[src/rtl/dict_attack_ctrl_if.sv]
// rtl/dict_attack_ctrl_if.sv - BRAM read port and encrypter start/done handshake bundle
interface dict_attack_ctrl_if #(
  parameter int DATA_W = 128,
  parameter int ADDR_W = 8
);
  logic              mem_en;
  logic [ADDR_W-1:0] mem_addr;
  logic [DATA_W-1:0] mem_dout;
  logic [DATA_W-1:0] aes_data;
  logic [DATA_W-1:0] aes_key;
  logic              aes_decrypt;
  logic              aes_start;
  logic              aes_done;
  logic [DATA_W-1:0] aes_out;

  modport master (
    output mem_en, mem_addr, aes_data, aes_key, aes_decrypt, aes_start,
    input  mem_dout, aes_done, aes_out
  );

  modport slave (
    input  mem_en, mem_addr, aes_data, aes_key, aes_decrypt, aes_start,
    output mem_dout, aes_done, aes_out
  );
endinterface

[src/rtl/dict_attack_ctrl.sv]
// rtl/dict_attack_ctrl.sv - fetch cipher/key/hash, try a decrypt, then walk the dictionary
module dict_attack_ctrl #(
  parameter int                DATA_W      = 128,
  parameter int                ADDR_W      = 8,
  parameter int                CIPHER_ADDR = 0,
  parameter int                KEY_ADDR    = 1,
  parameter int                HASH_ADDR   = 2,
  parameter int                DICT_START  = 3,
  parameter int                DICT_SIZE   = 4,
  parameter int                RD_LAT      = 1,
  parameter int                AES_TIMEOUT = 64,
  parameter logic [DATA_W-1:0] KNOWN_PLAIN = "Discombobulateme"
) (
  input  logic                clk,
  input  logic                reset,
  input  logic                start,
  input  logic                clear,
  dict_attack_ctrl_if.master  bus,
  output logic [2:0]          state,
  output logic [2:0]          led,
  output logic [ADDR_W-1:0]   match_idx,
  output logic                match_dec,
  output logic                timeout_err
);
  localparam int LAT_W = $clog2(RD_LAT + 1);
  localparam int TMO_W = $clog2(AES_TIMEOUT + 1);
  localparam logic [LAT_W-1:0]  LAT_LAST = LAT_W'(RD_LAT);
  localparam logic [TMO_W-1:0]  TMO_LAST = TMO_W'(AES_TIMEOUT - 1);
  localparam logic [ADDR_W-1:0] IDX_LAST = ADDR_W'(DICT_SIZE - 1);
  localparam logic [ADDR_W-1:0] A_CIPH   = ADDR_W'(CIPHER_ADDR);
  localparam logic [ADDR_W-1:0] A_KEY    = ADDR_W'(KEY_ADDR);
  localparam logic [ADDR_W-1:0] A_HASH   = ADDR_W'(HASH_ADDR);
  localparam logic [ADDR_W-1:0] A_DICT   = ADDR_W'(DICT_START);

  typedef enum logic [3:0] {
    IDLE, FETCH_C, FETCH_K, FETCH_H, DEC_GO, DEC_WAIT,
    DICT_RD, DICT_GO, DICT_WAIT, SUCCESS, FAIL
  } fsm_e;

  fsm_e              fsm_q, fsm_d;
  logic              start_q, start_d;
  logic [LAT_W-1:0]  lat_q, lat_d;
  logic [TMO_W-1:0]  tmo_q, tmo_d;
  logic [ADDR_W-1:0] idx_q, idx_d;
  logic [DATA_W-1:0] cipher_q, cipher_d, key_q, key_d, hash_q, hash_d;
  logic              mem_en_q, mem_en_d;
  logic [ADDR_W-1:0] mem_addr_q, mem_addr_d;
  logic [DATA_W-1:0] aes_data_q, aes_data_d, aes_key_q, aes_key_d;
  logic              aes_decrypt_q, aes_decrypt_d, aes_start_q, aes_start_d;
  logic [2:0]        led_q, led_d;
  logic [ADDR_W-1:0] match_idx_q, match_idx_d;
  logic              match_dec_q, match_dec_d, timeout_err_q, timeout_err_d;
  logic              lat_done, tmo_hit;

  function automatic logic [2:0] state_code(input fsm_e s);
    case (s)
      FETCH_C, FETCH_K, FETCH_H, DEC_GO, DEC_WAIT: return 3'd1;
      DICT_RD, DICT_GO, DICT_WAIT:                 return 3'd2;
      SUCCESS:                                     return 3'd3;
      FAIL:                                        return 3'd4;
      default:                                     return 3'd0;
    endcase
  endfunction

  function automatic logic [2:0] led_code(input logic [2:0] s);
    case (s)
      3'd1, 3'd2: return 3'b100;
      3'd3:       return 3'b010;
      3'd4:       return 3'b001;
      default:    return 3'b011;
    endcase
  endfunction

  assign lat_done = (lat_q == LAT_LAST);
  assign tmo_hit  = (tmo_q == TMO_LAST);

  always_comb begin
    fsm_d         = fsm_q;
    start_d       = start;
    lat_d         = lat_q;
    tmo_d         = tmo_q;
    idx_d         = idx_q;
    cipher_d      = cipher_q;
    key_d         = key_q;
    hash_d        = hash_q;
    mem_en_d      = mem_en_q;
    mem_addr_d    = mem_addr_q;
    aes_data_d    = aes_data_q;
    aes_key_d     = aes_key_q;
    aes_decrypt_d = aes_decrypt_q;
    aes_start_d   = 1'b0;
    match_idx_d   = match_idx_q;
    match_dec_d   = match_dec_q;
    timeout_err_d = timeout_err_q;

    case (fsm_q)
      IDLE: begin
        if (start && !start_q) begin
          fsm_d      = FETCH_C;
          mem_en_d   = 1'b1;
          mem_addr_d = A_CIPH;
          lat_d      = '0;
        end
      end
      FETCH_C: begin
        if (lat_done) begin
          cipher_d   = bus.mem_dout;
          mem_addr_d = A_KEY;
          lat_d      = '0;
          fsm_d      = FETCH_K;
        end else lat_d = lat_q + 1'b1;
      end
      FETCH_K: begin
        if (lat_done) begin
          key_d      = bus.mem_dout;
          mem_addr_d = A_HASH;
          lat_d      = '0;
          fsm_d      = FETCH_H;
        end else lat_d = lat_q + 1'b1;
      end
      FETCH_H: begin
        if (lat_done) begin
          hash_d   = bus.mem_dout;
          mem_en_d = 1'b0;
          fsm_d    = DEC_GO;
        end else lat_d = lat_q + 1'b1;
      end
      DEC_GO: begin
        aes_data_d    = cipher_q;
        aes_key_d     = key_q;
        aes_decrypt_d = 1'b1;
        aes_start_d   = 1'b1;
        tmo_d         = '0;
        fsm_d         = DEC_WAIT;
      end
      // done wins over a timeout expiring in the same cycle
      DEC_WAIT: begin
        if (bus.aes_done) begin
          if (bus.aes_out == KNOWN_PLAIN) begin
            match_dec_d = 1'b1;
            fsm_d       = SUCCESS;
          end else begin
            idx_d         = '0;
            aes_decrypt_d = 1'b0;
            mem_en_d      = 1'b1;
            mem_addr_d    = A_DICT;
            lat_d         = '0;
            fsm_d         = DICT_RD;
          end
        end else if (tmo_hit) begin
          timeout_err_d = 1'b1;
          fsm_d         = FAIL;
        end else tmo_d = tmo_q + 1'b1;
      end
      DICT_RD: begin
        if (lat_done) begin
          aes_data_d = bus.mem_dout;
          mem_en_d   = 1'b0;
          fsm_d      = DICT_GO;
        end else lat_d = lat_q + 1'b1;
      end
      DICT_GO: begin
        aes_start_d = 1'b1;
        tmo_d       = '0;
        fsm_d       = DICT_WAIT;
      end
      DICT_WAIT: begin
        if (bus.aes_done) begin
          if (bus.aes_out == hash_q) begin
            match_idx_d = idx_q;
            fsm_d       = SUCCESS;
          end else if (idx_q == IDX_LAST) begin
            fsm_d = FAIL;
          end else begin
            idx_d      = idx_q + 1'b1;
            mem_en_d   = 1'b1;
            mem_addr_d = A_DICT + idx_q + 1'b1;
            lat_d      = '0;
            fsm_d      = DICT_RD;
          end
        end else if (tmo_hit) begin
          timeout_err_d = 1'b1;
          fsm_d         = FAIL;
        end else tmo_d = tmo_q + 1'b1;
      end
      SUCCESS, FAIL: begin
        if (clear) begin
          match_idx_d   = '0;
          match_dec_d   = 1'b0;
          timeout_err_d = 1'b0;
          aes_decrypt_d = 1'b1;
          fsm_d         = IDLE;
        end
      end
      default: fsm_d = IDLE;
    endcase

    led_d = led_code(state_code(fsm_d));
  end

  always_ff @(posedge clk) begin
    if (!reset) begin
      fsm_q         <= IDLE;
      start_q       <= 1'b0;
      lat_q         <= '0;
      tmo_q         <= '0;
      idx_q         <= '0;
      cipher_q      <= '0;
      key_q         <= '0;
      hash_q        <= '0;
      mem_en_q      <= 1'b0;
      mem_addr_q    <= '0;
      aes_data_q    <= '0;
      aes_key_q     <= '0;
      aes_decrypt_q <= 1'b1;
      aes_start_q   <= 1'b0;
      led_q         <= 3'b000;
      match_idx_q   <= '0;
      match_dec_q   <= 1'b0;
      timeout_err_q <= 1'b0;
    end else begin
      fsm_q         <= fsm_d;
      start_q       <= start_d;
      lat_q         <= lat_d;
      tmo_q         <= tmo_d;
      idx_q         <= idx_d;
      cipher_q      <= cipher_d;
      key_q         <= key_d;
      hash_q        <= hash_d;
      mem_en_q      <= mem_en_d;
      mem_addr_q    <= mem_addr_d;
      aes_data_q    <= aes_data_d;
      aes_key_q     <= aes_key_d;
      aes_decrypt_q <= aes_decrypt_d;
      aes_start_q   <= aes_start_d;
      led_q         <= led_d;
      match_idx_q   <= match_idx_d;
      match_dec_q   <= match_dec_d;
      timeout_err_q <= timeout_err_d;
    end
  end

  assign bus.mem_en      = mem_en_q;
  assign bus.mem_addr    = mem_addr_q;
  assign bus.aes_data    = aes_data_q;
  assign bus.aes_key     = aes_key_q;
  assign bus.aes_decrypt = aes_decrypt_q;
  assign bus.aes_start   = aes_start_q;
  assign state           = state_code(fsm_q);
  assign led             = led_q;
  assign match_idx       = match_idx_q;
  assign match_dec       = match_dec_q;
  assign timeout_err     = timeout_err_q;
endmodule

[src/flat_wrapper.sv]
// flat-port wrapper written by rule: the top's interface ports become plain ports
module dict_attack_ctrl_flat 
#(
  parameter int                DATA_W      = 128,
  parameter int                ADDR_W      = 8,
  parameter int                CIPHER_ADDR = 0,
  parameter int                KEY_ADDR    = 1,
  parameter int                HASH_ADDR   = 2,
  parameter int                DICT_START  = 3,
  parameter int                DICT_SIZE   = 4,
  parameter int                RD_LAT      = 1,
  parameter int                AES_TIMEOUT = 64,
  parameter logic [DATA_W-1:0] KNOWN_PLAIN = "                "
)
  (clk, reset, start, clear, state, led, match_idx, match_dec, timeout_err, bus_mem_en, bus_mem_addr, bus_aes_data, bus_aes_key, bus_aes_decrypt, bus_aes_start, bus_mem_dout, bus_aes_done, bus_aes_out);
  dict_attack_ctrl_if #(.DATA_W(DATA_W), .ADDR_W(ADDR_W)) bus_i ();
  input  logic clk;
  input  logic reset;
  input  logic start;
  input  logic clear;
  output logic [2:0] state;
  output logic [2:0] led;
  output logic [ADDR_W-1:0] match_idx;
  output logic match_dec;
  output logic timeout_err;
  output wire logic [$bits(bus_i.mem_en)-1:0] bus_mem_en;
  output wire logic [$bits(bus_i.mem_addr)-1:0] bus_mem_addr;
  output wire logic [$bits(bus_i.aes_data)-1:0] bus_aes_data;
  output wire logic [$bits(bus_i.aes_key)-1:0] bus_aes_key;
  output wire logic [$bits(bus_i.aes_decrypt)-1:0] bus_aes_decrypt;
  output wire logic [$bits(bus_i.aes_start)-1:0] bus_aes_start;
  input wire logic [$bits(bus_i.mem_dout)-1:0] bus_mem_dout;
  input wire logic [$bits(bus_i.aes_done)-1:0] bus_aes_done;
  input wire logic [$bits(bus_i.aes_out)-1:0] bus_aes_out;
  assign bus_mem_en = bus_i.mem_en;
  assign bus_mem_addr = bus_i.mem_addr;
  assign bus_aes_data = bus_i.aes_data;
  assign bus_aes_key = bus_i.aes_key;
  assign bus_aes_decrypt = bus_i.aes_decrypt;
  assign bus_aes_start = bus_i.aes_start;
  assign bus_i.mem_dout = bus_mem_dout;
  assign bus_i.aes_done = bus_aes_done;
  assign bus_i.aes_out = bus_aes_out;
  dict_attack_ctrl #(.DATA_W(DATA_W), .ADDR_W(ADDR_W), .CIPHER_ADDR(CIPHER_ADDR), .KEY_ADDR(KEY_ADDR), .HASH_ADDR(HASH_ADDR), .DICT_START(DICT_START), .DICT_SIZE(DICT_SIZE), .RD_LAT(RD_LAT), .AES_TIMEOUT(AES_TIMEOUT), .KNOWN_PLAIN(KNOWN_PLAIN)) u_core (.clk(clk), .reset(reset), .start(start), .clear(clear), .bus(bus_i), .state(state), .led(led), .match_idx(match_idx), .match_dec(match_dec), .timeout_err(timeout_err));
endmodule
[config.mk]
export PLATFORM = sky130hd
export DESIGN_NAME = dict_attack_ctrl_flat
export DESIGN_NICKNAME = d
export VERILOG_FILES = /design/src/rtl/dict_attack_ctrl_if.sv /design/src/rtl/dict_attack_ctrl.sv /design/src/flat_wrapper.sv
export SDC_FILE = /design/constraint.sdc
export NUM_CORES = 2
export LEC_CHECK = 0
export CAP_MARGIN = 20
export CORE_ASPECT_RATIO = 1.75
export CORE_MARGIN = 2
export CORE_UTILIZATION = 50
export CTS_BUF_LIST = sky130_fd_sc_hd__clkbuf_8
export DETAILED_ROUTE_END_ITERATION = 6
export PLACE_DENSITY = 0.81
export SYNTH_ARGS = -nofsm -noshare
export SYNTH_HDL_FRONTEND = slang
export SYNTH_SLANG_ARGS = --single-unit
[constraint.sdc]
create_clock -name clk -period 8.7 [get_ports clk]
set_clock_uncertainty 0.2 [all_clocks]
set_input_delay 1.74 -clock clk [delete_from_list [all_inputs] [get_ports clk]]
set_output_delay 1.74 -clock clk [all_outputs]
set_load 0.03 [all_outputs]
[Yosys cells after proc, flatten, opt, wreduce, memory -nomap -nowiden]
Memory sizes are Yosys's and may differ from the RTL's. A register that Yosys moved wholly into a read port is not among the register bits.
Cells that the tools add are included.
W data, S select, Z words.
Word-level totals
  memory bits (read-only): 96
  register bits: 685
  output and inout bits: 283
  logic and storage cells: 157
  input bits: 261
  memories kept: 2
Operators by class
  equality and inequality tests: 34
  mux-type cells: 66
  reduce and logical (&&, ||, !) cells: 32
  $add $sub $neg: 5
Memory list
  (name not given): depth 16, bits a word 3, rd ports 1, clocked after memory_dff 1, wr ports 0, line dict_attack_ctrl.sv:56  | case (s)
  (name not given): depth 16, bits a word 3, rd ports 1, clocked after memory_dff 0, wr ports 0, line dict_attack_ctrl.sv:56
Operators with widths (number)
  $pmux W128 S2: 1
  $eq A128 B126 Y1 const B: 1
  $eq A128 B128 Y1: 1
  $mux W128: 1
  $mux W8: 16
  $mux W4: 13
  $pmux W4 S10: 1
  $pmux W8 S5: 1
  $pmux W8 S2: 2
  $mux W1: 22
  $add A8 B1 Y8 const B: 2
  $eq A4 B3 Y1 const B: 4
  $ne A2 B1 Y1 const B: 8
  $ne A2 B2 Y1 const B: 8
  $reduce_and A4 Y1: 4
  $mux W7: 2
  $pmux W7 S2: 1
  $eq A4 B4 Y1 const B: 3
  $reduce_bool A2 Y1: 6
  $reduce_or A2 Y1: 6
  $reduce_bool A5 Y1: 2
  $pmux W3 S3: 1
  $reduce_and A9 Y1: 1
  $add A2 B8 Y8 const A: 1
  23 further kinds: 29

[Logic depth before layout (Yosys ltp)]
An unclocked memory read counts as a cell.
  depth after elaboration: 9
  gate-level depth with buffers: 10

[Worst setup path before layout]
Ideal clock, no wire load.
  path kind: input port to flip-flop
  from: in bus_aes_out[34]
  to: reg, netlist name u_core.state[0]
  data arrival time: 3765 ps
  required time: 8413 ps
  path slack: 4648 ps
  library setup time: 87 ps
  cell stages on the path: 9
  cell sequence: xor2_1 > nor4_1 > nand4_1 > nor4_2 > nand2_2 > a311o_1 > buf_6 > or4b_1 > o31ai_1
Between the ends
  cells in the longest elaborated chain, start to end: 5
  elaborated cells between the ends (all ways): 8
RTL lines
  start, declared: line flat_wrapper.sv:34  | input wire logic [$bits(bus_i.aes_out)-1:0] bus_aes_out;
  $eq A128 B128 Y1 / $eq A128 B126 Y1 (equally long branches): line dict_attack_ctrl.sv:169, dict_attack_ctrl.sv:139
  $mux W4 (on tied branches): line dict_attack_ctrl.sv:169, dict_attack_ctrl.sv:139
  $mux W4 (on tied branches): line dict_attack_ctrl.sv:168, dict_attack_ctrl.sv:138
  $pmux W4 S10 *: line dict_attack_ctrl.sv:96  | case (fsm_q)
  $mux W4 (no source line) *
Mark *: on every way between the ends. The rest lies on a longest branch, timed or not.
A chain may end at the register's enable or synchronous reset.

[Final worst setup path]
  from: in bus_aes_out[0]
  to: reg, netlist name u_core.state[0]
Between the ends
  cells in the longest elaborated chain, start to end: 5
  elaborated cells between the ends (all ways): 8
RTL lines (line)
  $eq A128 B128 Y1 / $eq A128 B126 Y1 (equally long branches): dict_attack_ctrl.sv:169, dict_attack_ctrl.sv:139
  $mux W4 (on tied branches): dict_attack_ctrl.sv:169, dict_attack_ctrl.sv:139
  $mux W4 (on tied branches): dict_attack_ctrl.sv:168, dict_attack_ctrl.sv:138
  $pmux W4 S10 *: dict_attack_ctrl.sv:96
  $mux W4 (no source line) *
Marks and branches as above.

==> run_results.csv <==
group,metric,value,unit
power,power.switching,1.473,mW
synth,synth-async-reset-ratio,0,%
cells_and_area,final_cell_mix,"1154 x nand2_1, 688 x dfxtp_1, 654 x a21oi_1, 543 x clkdlybuf4s50_1, 133 x xor2_1",
power,power_frac_seq,52.2,%
worst_setup_path,critical_path.startpoint,"bus_aes_out[0]",
routing,drt_wl_total,102300,um
worst_setup_path,path_class,"in -> reg",
worst_setup_path,critPathRequiredTime,9.10,ns
cells_and_area,final_common_cell,"nand2_1",
floorplan,die_h,310.0,um
place,io_buffer_count,543,
clock_tree,cts_tree,"done",
place,place.gp.congestion,1.008,
clock_tree,cts.clk_slew.worst_paths,0.07,ns
synth,synth-edff-count,0,
power,intPower,4.581,mW
power,peakVddDrop,0.1275,mV
synth,synthCells,3342,
routing,wl_per_cell,22.64,um
floorplan,rows,112,
sta,setup_viol,0,
worst_setup_path,worstPathMaxFanout,7,
worst_setup_path,worstSetupStartpointType,"input pin",
grt,grt.overflow.total,0,
clock_tree,insertion_delay,0.70,ns
floorplan,coreArea,53110,um^2
grt,grt_use_total,35.65,%
routing,num_vias,26179,
sta,fin_tns_setup,0,ns
status,status,"completed",
floorplan,die-area,55440,um^2
worst_hold_path,hp-class,"reg -> reg",
clock_tree,cts_post_setup_buffers_inserted,0,
synth,synth_cell_types,57,
grt,grt_use_met1,42.89,%
worst_setup_path,cp-end-kind,"register",
sta,fin_crit_sh,67.66,%
power,leakagePower,11.38,nW
clock_tree,hold_buffers,0,
synth,synth_warnings,0,
routing,dr.pass1.iters,7,
grt,grt_antenna_before_repair,18,
floorplan,start_util,50.37,%
worst_setup_path,critPathMaxStageDelay,1.02,ns
clock_tree,cts_sinks,688,
cells_and_area,instances_no_fill,4518,
clock_tree,cts-root-buf,"clkbuf_8",
power,clkPwrFrac,41.9,%
place,dp_cells,4343,
sta,fmax,169.9,MHz
clock_tree,htree_num_levels,3,
power,power_density,176.4,nW/um^2
clock_tree,cts_inserted_buffers,96,
grt,grt_pass1_wl,148400,um
floorplan,die_w,178.8,um
worst_setup_path,cp_common_cell,"nor4_1",
power,power_frac_comb,5.8,%
worst_setup_path,slowest_stage,"nor4_1",
grt,grt_start_max_net_pins,210,
grt,globalRouteMet3Util,8.272,%
power,swShare,24.33,%
clock_tree,cts_resized,0,
synth,syn_area,26750,um^2
cells_and_area,drive_gt1_share,5.042,%
routing,ant_nets,0,
synth,syn_nets,3607,
synth,synth_sequential_area_ratio,51.49,%
cells_and_area,multi_input_area,12050,um^2
cells_and_area,syn_to_final_growth,28.33,%
grt,met2_usage,59.71,%
sta,slew_viol_final,0,
cells_and_area,nFillCells,4544,
routing,viasPerCell,5.794,
worst_hold_path,hold_path_startpoint,"u_core.key_q[81]$_SDFFE_PN0P_",
synth,synth_ff_type,"dfxtp_1",
routing,initialDrtViolationCount,2485,
worst_setup_path,rr_startpoint,"u_core.hash_q[48]$_SDFFE_PN0P_",
cells_and_area,ff_latch_area,13770,um^2
worst_setup_path,cp_cell_sequence,"clkdlybuf4s50_1 -> nor4_1 -> nand4_1 -> nor4_1 -> nand3_1 -> a22o_1 -> a41oi_1 -> or4b_1 -> o31ai_1",
job,drv_cap,0,
clock_tree,cts_buffer_depth,3,
power,finalPower,6.054,mW
sta,finalHoldViolCount,0,
cells_and_area,final_nets,4022,
synth,ys_ff_latch,688,
synth,avgSynthCellArea,8.004,um^2
worst_setup_path,arrival,6.29,ns
grt,grt_busiest_layer,"met2",
sta,relSlewSlack,16.37,%
routing,drc,0,
grt,grt_pass1_vias,23959,
sta,rsz0062_at_grt,"no",
place,hpwlAfterDp,71790,um
sta,worstMarginPinSlew,1.243,ns
sta,period_minus_slack,5.886,ns
floorplan,io_pins,544,
==> cell families after synthesis <==
| group | Yosys count | synth area share, % |
|---|---|---|
| and+or+nand+nor | 1380 | 21.07 |
| DFF | 688 | 51.49 |
| xor gates and xnor gates | 140 | 4.584 |
| muxes | 28 | 1.052 |
| AOI/OAI and AO/OA | 837 | 17.84 |
| adders and majority gates | 4 | 0.1871 |
| buffers and inverters | 265 | 3.775 |
==> critical path: cells and delay by family <==
kind	cells	cell delay, ns
simple gates	5	3.33
compound gates	3	0.75
buf+inv	1	0.45
==> routing by layer <==
layer	vias to the layer above	part of all wire, %
met2	1347	48
met3	278	9.1
li1	12119	-
met4	22	5.0
met1	12413	37
met5	-	0.15
==> state kept, by name, indices dropped and copies added (netlist names) <==
name / count
u_core.bus.aes_data: 128
u_core.bus.aes_decrypt: 1
u_core.bus.aes_key: 128
u_core.bus.aes_start: 1
u_core.bus.mem_addr: 8
u_core.bus.mem_en: 1
u_core.cipher_q: 128
u_core.fsm_q: 4
u_core.hash_q: 128
u_core.idx_q: 8
u_core.key_q: 128
u_core.lat_done: 1
u_core.led: 3
u_core.match_dec: 1
u_core.match_idx: 8
u_core.start_q: 1
u_core.state: 3
u_core.timeout_err: 1
u_core.tmo_q: 7
==> final cells by class <==
cell class,instances,area share [%]
Antenna cell,6,0.04374
Tap cell,684,2.493
Clock buffer,117,4.691
Timing Repair Buffer,573,16.55
Inverter,9,0.1203
Multi-Input combinational cell,2389,35.10
Sequential cell,688,40.12
Clock inverter,52,0.8748
==> cells in the mapped netlist, types with 4 or more instances <==
| cell | number | share of area, % |
|---|---|---|
| mux2i_1 | 27 | 1.0 |
| nand2b_1 | 14 | 0.33 |
| nand4_1 | 17 | 0.40 |
| nor3_1 | 8 | 0.15 |
| clkbuf_1 | 241 | 3.4 |
| dfxtp_1 | 688 | 51 |
| o211ai_1 | 7 | 0.20 |
| nand2_1 | 1156 | 16 |
| and2_1 | 7 | 0.16 |
| nor2b_1 | 6 | 0.14 |
| ha_1 | 4 | 0.19 |
| a211oi_1 | 24 | 0.67 |
| nor4b_1 | 18 | 0.59 |
| nor4_1 | 52 | 1.2 |
| or3_1 | 5 | 0.12 |
| nor2_1 | 57 | 0.80 |
| o21ai_0 | 11 | 0.21 |
| a21oi_1 | 654 | 12 |
| o21a_1 | 4 | 0.11 |
| o221ai_1 | 106 | 3.5 |
| xor2_1 | 133 | 4.4 |
| o22ai_1 | 5 | 0.12 |
| buf_1 | 10 | 0.14 |
| and3_1 | 7 | 0.16 |
| xnor2_1 | 7 | 0.23 |
| nand3_1 | 24 | 0.45 |
| inv_1 | 8 | 0.11 |
==> power by group through the flow <==
stage / Clock (mW) / Combinational, mW / Sequential, mW
4_1_cts: 2.56 / 0.346 / 3.16
3_3_place_gp: 0 / 0.344 / 3.23
3_5_place_dp: 0 / 0.344 / 3.23
2_1_floorplan: 0 / 0.0967 / 3.24
6_report: 2.54 / 0.352 / 3.16
5_1_grt: 2.69 / 0.364 / 3.16
==> final timing paths <==
path              slack (ns)  depth (start not counted)                             endpoint
setup / recovery        2.81                          9              u_core.state[0]$_DFF_P_
hold / removal          0.25                          2  u_core.bus.aes_key[81]$_SDFFE_PN0P_
setup reg to reg        4.58                          8             u_core.led[2]$_SDFF_PN0_
hold reg to reg         0.25                          2  u_core.bus.aes_key[81]$_SDFFE_PN0P_
==> stage by stage <==
| step | hold slack, ns | instance area, um^2 | setup WS [ns] | util, % |
|---|---|---|---|---|
| final | 0.2481 | 34330 | 2.814 | 64.63 |
| after global routing | 0.2560 | 34330 | 2.884 | 64.63 |
| after CTS | 0.2412 | 34310 | 3.119 | 64.61 |
| after detailed placement | 0.2419 | 32400 | 2.397 | 61.01 |
| after global placement | 0.2309 | 32400 | 2.540 | 61.00 |
| after floorplan | 0.2208 | 26750 | 4.648 | - |
No activity file was read; power rests on OpenSTA's default activity.
